File: src/rtl/pc_sequencer.sv
// Program-counter sequencer: HOLD/RUN/WAIT fetch FSM, priority next-PC mux and a circular return-address stack.
// Optional build macro PC_ALIGN_CHECK_EN: aligns redirect/exception targets to INC and pulses misalign.
module pc_sequencer #(
  parameter int unsigned      WIDTH        = 32,
  parameter logic [WIDTH-1:0] RESET_VECTOR = '0,
  parameter int unsigned      INC          = 4,
  parameter int unsigned      RAS_DEPTH    = 4
) (
  input  logic             clock,
  input  logic             reset_n,
  input  logic             stall,
  input  logic             redirect_valid,
  input  logic [WIDTH-1:0] redirect_target,
  input  logic             call,
  input  logic             ret,
  input  logic             exc_valid,
  input  logic [WIDTH-1:0] exc_vector,
  input  logic             fetch_ready,
  output logic             fetch_valid,
  output logic [WIDTH-1:0] pc,
  output logic [WIDTH-1:0] pc_next,
  output logic             ras_empty,
  output logic             ras_full,
  output logic             misalign
);

  localparam int unsigned      PTR_W   = $clog2(RAS_DEPTH);
  localparam int unsigned      CNT_W   = PTR_W + 1;
  localparam logic [WIDTH-1:0] INC_W   = WIDTH'(INC);
  localparam logic [PTR_W-1:0] PTR_ONE = PTR_W'(1);
  localparam logic [CNT_W-1:0] CNT_ONE = CNT_W'(1);
  localparam logic [CNT_W-1:0] CNT_MAX = CNT_W'(RAS_DEPTH);

  typedef enum logic [1:0] {
    HOLD,
    RUN,
    WAIT
  } state_t;

  state_t           state;
  logic [WIDTH-1:0] ras_mem [RAS_DEPTH];
  logic [PTR_W-1:0] sp;
  logic [CNT_W-1:0] count;

  logic             advance;
  logic             ras_has;
  logic             do_pop;
  logic             do_push;
  logic [PTR_W-1:0] top_idx;
  logic [WIDTH-1:0] ras_top;
  logic [WIDTH-1:0] seq_pc;
  logic [WIDTH-1:0] redirect_sel;
  logic [WIDTH-1:0] exc_sel;
  logic             redirect_mis;
  logic             exc_mis;

`ifdef PC_ALIGN_CHECK_EN
  localparam logic [WIDTH-1:0] ALIGN_MASK = WIDTH'(INC - 1);

  assign redirect_sel = redirect_target & ~ALIGN_MASK;
  assign exc_sel      = exc_vector & ~ALIGN_MASK;
  assign redirect_mis = |(redirect_target & ALIGN_MASK);
  assign exc_mis      = |(exc_vector & ALIGN_MASK);
`else
  assign redirect_sel = redirect_target;
  assign exc_sel      = exc_vector;
  assign redirect_mis = 1'b0;
  assign exc_mis      = 1'b0;
`endif

  assign advance   = fetch_valid & fetch_ready & ~stall;
  assign ras_has   = (count != '0);
  assign ras_empty = (count == '0);
  assign ras_full  = (count == CNT_MAX);
  assign top_idx   = sp - PTR_ONE;
  assign ras_top   = ras_mem[top_idx];
  assign seq_pc    = pc + INC_W;
  assign do_pop    = advance & ~exc_valid & ret & ras_has;
  assign do_push   = advance & ~exc_valid & call;

  // pc_next is exactly what pc loads at the next non-reset edge, including the hold case.
  always_comb begin
    pc_next = pc;
    if (exc_valid) begin
      pc_next = exc_sel;
    end else if (advance) begin
      if (redirect_valid)
        pc_next = redirect_sel;
      else if (ret && ras_has)
        pc_next = ras_top;
      else
        pc_next = seq_pc;
    end
  end

  always_ff @(posedge clock) begin
    if (!reset_n) begin
      state       <= HOLD;
      fetch_valid <= 1'b0;
      pc          <= RESET_VECTOR;
      sp          <= '0;
      count       <= '0;
      misalign    <= 1'b0;
    end else begin
      pc       <= pc_next;
      misalign <= exc_valid ? exc_mis : (advance & redirect_valid & redirect_mis);
      if (exc_valid) begin
        state       <= RUN;
        fetch_valid <= 1'b1;
        sp          <= '0;
        count       <= '0;
      end else begin
        case (state)
          HOLD: begin
            state       <= RUN;
            fetch_valid <= 1'b1;
          end
          RUN:     if (!fetch_ready) state <= WAIT;
          WAIT:    if (fetch_ready)  state <= RUN;
          default: begin
            state       <= HOLD;
            fetch_valid <= 1'b0;
          end
        endcase
        // Circular storage: pushing when full simply overwrites the oldest slot.
        if (do_pop && !do_push) begin
          sp    <= top_idx;
          count <= count - CNT_ONE;
        end else if (do_push && !do_pop) begin
          sp <= sp + PTR_ONE;
          if (count != CNT_MAX)
            count <= count + CNT_ONE;
        end
      end
    end
  end

  always_ff @(posedge clock) begin
    if (reset_n) begin
      if (do_push && do_pop)
        ras_mem[top_idx] <= seq_pc;
      else if (do_push)
        ras_mem[sp] <= seq_pc;
    end
  end

endmodule

File: config.mk
export PLATFORM = sky130hd
export DESIGN_NAME = pc_sequencer
export DESIGN_NICKNAME = d
export VERILOG_FILES = /design/src/rtl/pc_sequencer.sv
export SDC_FILE = /design/constraint.sdc
export NUM_CORES = 1
export LEC_CHECK = 0
export CORE_MARGIN = 4
export CORE_UTILIZATION = 29
export DETAILED_ROUTE_END_ITERATION = 6
export HOLD_SLACK_MARGIN = 0.03
export MAX_ROUTING_LAYER = met4
export PLACE_DENSITY = 0.58
export SKIP_CTS_REPAIR_TIMING = 1
export SYNTH_ARGS = -nofsm -noshare
export SYNTH_HDL_FRONTEND = slang
export SYNTH_SLANG_ARGS = --single-unit
File: constraint.sdc
create_clock -name clock -period 5.2 [get_ports clock]
set_input_delay 1.04 -clock clock [delete_from_list [all_inputs] [get_ports clock]]
set_output_delay 1.04 -clock clock [all_outputs]
set_load 0.02 [all_outputs]
==> flow_summary.json, run 1 <==
{
  "vias_per_cell": 5.37,
  "dr_wl_met2_um": 12900,
  "ctsHtreeMaxLevel": 4,
  "max_clock_freq_mhz": 207,
  "clk_path_buf_depth": 2,
  "die_w_um": 179,
  "grt_setup_unrepaired": "no",
  "core-area_um2": 28700,
  "cts_tree": "yes",
  "outcome": "finished clean",
  "io_pins": 140,
  "yosysWarningCount": 0,
  "finalSetupTns_ns": 0,
  "routed_wl_um": 27400,
  "clock_skew_ns": 0.0126,
  "total_power_uw": 3150,
  "syn-instance-count": 708,
  "arrival_ns": 3.78,
  "cts-root-buf": "clkbuf_16",
  "dp_hpwl_um": 19200,
  "overflow": 0,
  "numCtsBuffers": 17,
  "utilization_pct": 38.2,
  "r2r_slack_ns": 2.07,
  "die_y_um": 179,
  "finalMaxSlewViolations": 0,
  "routedWlPerCell_um": 22.0,
  "fillers": 2798,
  "async_reset_ff_share_pct": 0,
  "powerDensity_nw_per_um2": 288,
  "grt_pass1_vias": 6632,
  "synth_xor_area_share_pct": 3.01,
  "ir_drop_mv": 0.172,
  "path_clk_slew_ns": 0.07,
  "drt_iter0_markers": 585,
  "dr.pass1.iters": 6,
  "clock_sinks": 168,
  "grt_pass1_wl_um": 40700,
  "relSlewSlack_pct": 42.6,
  "endpoint_kind": "output port",
  "synth-adder-area-share_pct": 1.63,
  "synth-simple-area-share_pct": 14.3,
  "path_max_fanout": 15,
  "gp_congestion": 0.872,
  "top_layer": "met4",
  "hp-start": "pc[0]",
  "drive_gt1_share_pct": 13.3,
  "worst_slew_pin_slew_ns": 0.860,
  "final-seq-area_um2": 4650,
  "wl_met1_um": 12000,
  "synth-compound-area-share_pct": 13.6,
  "syn2layout_area_growth_pct": 29.9,
  "r2r-end": "ras_mem[0][15]",
  "ys.flop_type": "edfxtp_1",
  "power.leakage_uw": 0.00361,
  "synth_edf_count": 128,
  "synth.distinct_cells": 69,
  "fin_crit_ns": 4.82,
  "hold_depth": 0,
  "holdPathEnd": "ras_mem[1][0]",
  "timing.rr.start": "count[1]",
  "start_util_pct": 29.4,
  "ant_nets": 0,
  "critPathLaunch": "ret",
  "via_count": 6681,
  "crit_required_ns": 4.16,
  "portBuffers": 138,
  "multiInputGateArea_um2": 3530,
  "hold_class": "register to register",
  "synth_nets": 791,
  "synth.avg_cell_area_um2": 11.9,
  "drv_cap": 0,
  "seq_area_frac_synth_pct": 55.0,
  "final_net_count": 930,
  "fp-row-count": 62,
  "route.detailed.drc": 0,
  "antenna_cells": 0,
  "antenna_found_initial": 0,
  "hold_viol_final": 0,
  "netlist_area_um2": 8440,
  "crit_type": "input pin to output port",
  "final-setup-viol-count": 0,
  "dieArea_um2": 31900,
  "clock_latency_ns": 0.44,
  "synthMuxAreaShare_pct": 8.90,
  "timing.final.crit_share_pct": 92.7,
  "synth_seq_cells": 168,
  "r2r_cells": 10,
  "track_usage_pct": 17.8,
  "start_kind": "input pin",
  "synth_top_family_by_area": "simple AND/OR/NAND/NOR gates",
  "grt_max_degree": 50,
  "met3_length_um": 2040
}
[layer usage]
metal | GRT usage, % | vias up
met5 | - | -
met4 | 5.56 | 0
met3 | 3.52 | 38
met2 | 28.1 | 299
met1 | 23.3 | 3275
li1 | - | 3069
[synthesized netlist by cell type, types with 6 or more instances]
| cell | count | area, um^2 |
|---|---|---|
| inv_1 | 16 | 60.1 |
| a31oi_1 | 15 | 93.8 |
| a211oi_1 | 15 | 113 |
| and2_1 | 14 | 87.6 |
| o2111ai_1 | 8 | 70.1 |
| buf_2 | 12 | 60.1 |
| or3_1 | 6 | 37.5 |
| dfxtp_1 | 40 | 801 |
| nand4_1 | 16 | 100 |
| a21oi_1 | 44 | 220 |
| and3_1 | 13 | 81.3 |
| o21ai_0 | 24 | 120 |
| xnor2_1 | 19 | 166 |
| nand3_1 | 39 | 195 |
| nor3_1 | 7 | 35.0 |
| mux4_2 | 32 | 721 |
| nor2_1 | 35 | 131 |
| clkbuf_1 | 33 | 124 |
| and4_1 | 7 | 61.3 |
| edfxtp_1 | 128 | 3840 |
| nand2_1 | 50 | 188 |
| nor3b_1 | 6 | 45.0 |
| xor2_1 | 10 | 87.6 |
| or4_1 | 6 | 45.0 |
| ha_1 | 11 | 138 |
[layout by cell type (no fill, tap or decap), types with 17 or more instances in the layout]
| master | netlist | final |
|---|---|---|
| clkdlybuf4s50_1 | 0 | 136 |
| edfxtp_1 | 128 | 128 |
| nand2_1 | 50 | 50 |
| a21oi_1 | 44 | 43 |
| nand3_1 | 39 | 39 |
| dfxtp_1 | 40 | 39 |
| nor2_1 | 35 | 33 |
| mux4_2 | 32 | 32 |
| buf_4 | 5 | 32 |
| o21ai_0 | 24 | 24 |
| xnor2_1 | 19 | 19 |
| clkbuf_16 | 0 | 17 |
[area by class of cell]
| type | instances | share of cell area (%) |
|---|---|---|
| clock buffer | 20 | 4.17 |
| clock inverter | 12 | 1.08 |
| inverter | 16 | 0.548 |
| multi-input combinational | 471 | 32.2 |
| sequential | 168 | 42.4 |
| tap | 384 | 4.38 |
| timing repair buffer | 173 | 15.2 |
[worst max path at each step]
| stage | depth (start not counted) | slack, ns | to |
|---|---|---|---|
| floorplan | 8 | 0.99 | ras_mem[1][0] |
| global placement | 7 | 0.44 | pc_next[17] |
| detailed placement | 8 | 0.40 | pc_next[19] |
| CTS | 8 | 0.39 | pc_next[19] |
| global route | 8 | 0.24 | pc_next[19] |
| finish | 8 | 0.38 | pc_next[19] |
[stage by stage]
stage	hold WS (ns)	std cells	worst slack, ns	area (um^2)
floorplan	0.505	708	0.992	8440
global route	0.586	1244	0.240	11000
detailed placement	0.551	1212	0.396	10400
CTS	0.561	1244	0.389	11000
global placement	0.537	1212	0.441	10400
finish	0.562	1244	0.378	11000
[state kept, by name, indices dropped and copies added, names as in the netlist]
name	flops
count	3
fetch_valid	1
pc	32
ras_mem	128
sp	2
state	2
[cell families (layout without fill, tap and decap cells)]
logic type,after synthesis,count (layout)
buffers and inverters,69,221
AOI/OAI and AO/OA,172,172
DFF,168,168
xor gates and xnor gates,29,29
muxes,35,35
and+or+nand+nor,223,223
other,1,1
adders and majority gates,11,11
[worst max-delay path: stages]
cell             delay [ns]
clkdlybuf4s50_1        0.52
o31a_1                 0.63
buf_4                  0.35
or3_1                  0.14
nor3_1                 0.04
a311oi_1               0.36
o21ai_1                0.14
clkdlybuf4s50_1        0.55
[power by group]
group          internal (uW)  switching, uW
combinational            184            214
clock                    689            555
sequential              1470           42.0
total                   2340            812
Note: power is estimated with default switching activity, not from simulation.
==> run 2, diff against run 1 <==
- SLEW_MARGIN: not set -> 15
==> results of run 2 <==
No change in the layout: final DEF, timing and power equal those of run 1.
==> run 3, diff against run 2 <==
- PLACE_DENSITY: 0.58 -> 0.51
- RECOVER_POWER: not set -> 25
==> run 3 against run 2 <==
Effect of this change:
- the run now ends with max-capacitance violations, max-slew violations left
- clock power is 5% higher
- clock skew is 0.0052 ns lower
- flip-flop and latch count unchanged
- die area unchanged
- sequential power about the same
- count of clock-buffer cells in the layout fell by 3
- power increased by 1.8%
- critical path type unchanged
- critical endpoint is now pc_next[17]
- largest cell class unchanged
- largest power group unchanged
==> flow_summary.json, run 3 (same netlist as run 1, synthesis figures left out) <==
{
  "outcome": "complete, but fails checks",
  "failed_checks": "max-capacitance violations, max-slew violations",
  "antenna_found_initial": 0,
  "final-seq-area_um2": 4650,
  "grt_pass1_vias": 6648,
  "hp-start": "pc[0]",
  "layout_common_cells": "clkdlybuf4s50_1 (135), edfxtp_1 (128), nand2_1 (50)",
  "r2r_slack_ns": 2.02,
  "hold_depth": 0,
  "drv_cap": 1,
  "die_y_um": 179,
  "io_pins": 140,
  "antenna_cells": 0,
  "r2r_cells": 9,
  "clk_path_buf_depth": 2,
  "route.detailed.drc": 0,
  "hold_viol_final": 0,
  "clock_skew_ns": 0.00742,
  "powerDensity_nw_per_um2": 292,
  "clock_latency_ns": 0.43,
  "grt_most_used_layer": "met2",
  "finalSetupTns_ns": 0,
  "timing.rr.start": "fetch_valid",
  "drt_iter0_markers": 565,
  "fin_crit_ns": 4.83,
  "arrival_ns": 3.79,
  "hold_class": "register to register",
  "numCtsBuffers": 17,
  "drive_gt1_share_pct": 13.3,
  "fin_ws_ns": 0.374,
  "regMostFlops": "ras_mem",
  "fp-row-count": 62,
  "syn2layout_area_growth_pct": 30.2,
  "ir_drop_mv": 0.189,
  "cts_tree": "yes",
  "largestRegisters": "ras_mem: 128 flops, pc: 32 flops, count: 3 flops",
  "grt_pass1_wl_um": 41200,
  "holdPathEnd": "ras_mem[1][0]",
  "grtUsageMet3_pct": 3.05,
  "portBuffers": 138,
  "ctsHtreeMaxLevel": 4,
  "track_usage_pct": 17.8,
  "met1_usage_pct": 24.0,
  "final_cell_area_um2": 11000,
  "final_common_cell": "clkdlybuf4s50_1",
  "post_dp_cell_area_um2": 10400,
  "finalMaxSlewViolations": 30,
  "via_count": 6578,
  "crit_type": "input pin to output port",
  "gp_congestion": 0.837,
  "cts-root-buf": "clkbuf_16",
  "crit_required_ns": 4.16,
  "final_net_count": 936,
  "vias_per_cell": 5.26,
  "multiInputGateArea_um2": 3510,
  "clock_sinks": 168,
  "grt_max_degree": 30,
  "start_util_pct": 29.4,
  "dieArea_um2": 31900,
  "worst_slew_pin_slew_ns": 1.87,
  "final-setup-viol-count": 0,
  "max_clock_freq_mhz": 207,
  "total_power_uw": 3210,
  "overflow": 0,
  "dr.pass1.iters": 5,
  "start_kind": "input pin",
  "core-area_um2": 28700,
  "routedWlPerCell_um": 21.7,
  "utilization_pct": 38.3,
  "use_met2_pct": 28.4,
  "routed_wl_um": 27200,
  "endpoint_kind": "output port",
  "largest_register_ffs": 128,
  "die_w_um": 179,
  "path_clk_slew_ns": 0.07,
  "ant_nets": 0,
  "relSlewSlack_pct": -24.4,
  "grt_setup_unrepaired": "no",
  "dp_hpwl_um": 19600,
  "fillers": 2781,
  "power.leakage_uw": 0.00364,
  "timing.final.crit_share_pct": 92.8,
  "r2r-end": "ras_mem[1][8]",
  "path_max_fanout": 13,
  "place_ws_ns": 0.264
}
==> run 3: changes by cell type in the layout (fill, tap and decap cells not counted), sizes merged <==
cell / delta
clkinv: +2
buf: +4
clkbuf: -1
inv: +2
dlygate4sd3: +1
clkinvlp: -3
clkdlybuf4s50: -1
bufinv: +2
==> run 3: critical path: stages <==
cell             delay [ns]
clkdlybuf4s50_1        0.46
o31a_1                 0.28
buf_4                  0.27
nand2_1                0.15
nor2_1                 0.08
a2111oi_0              0.66
a31o_1                 0.23
clkdlybuf4s50_1        0.61
==> run 3: worst max path at each step <==
stage	endpoint	slack [ns]	from	cells past startpoint
global route	pc_next[17]	0.24	ret	8
finish	pc_next[17]	0.37	ret	8
CTS	pc_next[17]	0.26	ret	8
detailed placement	pc_next[17]	0.26	ret	8
floorplan	ras_mem[1][0]	0.99	ret	8
global placement	pc_next[17]	0.26	ret	8
==> run 3: metal layers <==
layer,vias up,share of wire [%]
li1,3070,-
met1,3257,45
met2,227,48
met3,24,6.0
met4,0,1.2
met5,-,0
==> run 3: layout make-up <==
| cell class | count | area share, % |
|---|---|---|
| clock buffers | 17 | 3.87 |
| well taps | 384 | 4.37 |
| multi-input cells | 471 | 31.9 |
| repair buffers | 179 | 15.4 |
| flip-flops and latches | 168 | 42.3 |
| clock inverters | 15 | 1.58 |
| inverters | 16 | 0.547 |
==> run 3: stage by stage <==
| stage | hold slack (ns) | std cells |
|---|---|---|
| final | 0.561 | 1250 |
| after global routing | 0.579 | 1250 |
| after CTS | 0.556 | 1250 |
| after detailed placement | 0.543 | 1218 |
| after global placement | 0.549 | 1218 |
| after floorplan | 0.505 | 708 |
==> run 3: power breakdown <==
part	switching [uW]	leakage, uW	internal, uW
clock network	544	0.000286	758
registers	40.7	0.00148	1470
logic	213	0.00187	186
total	798	0.00364	2410
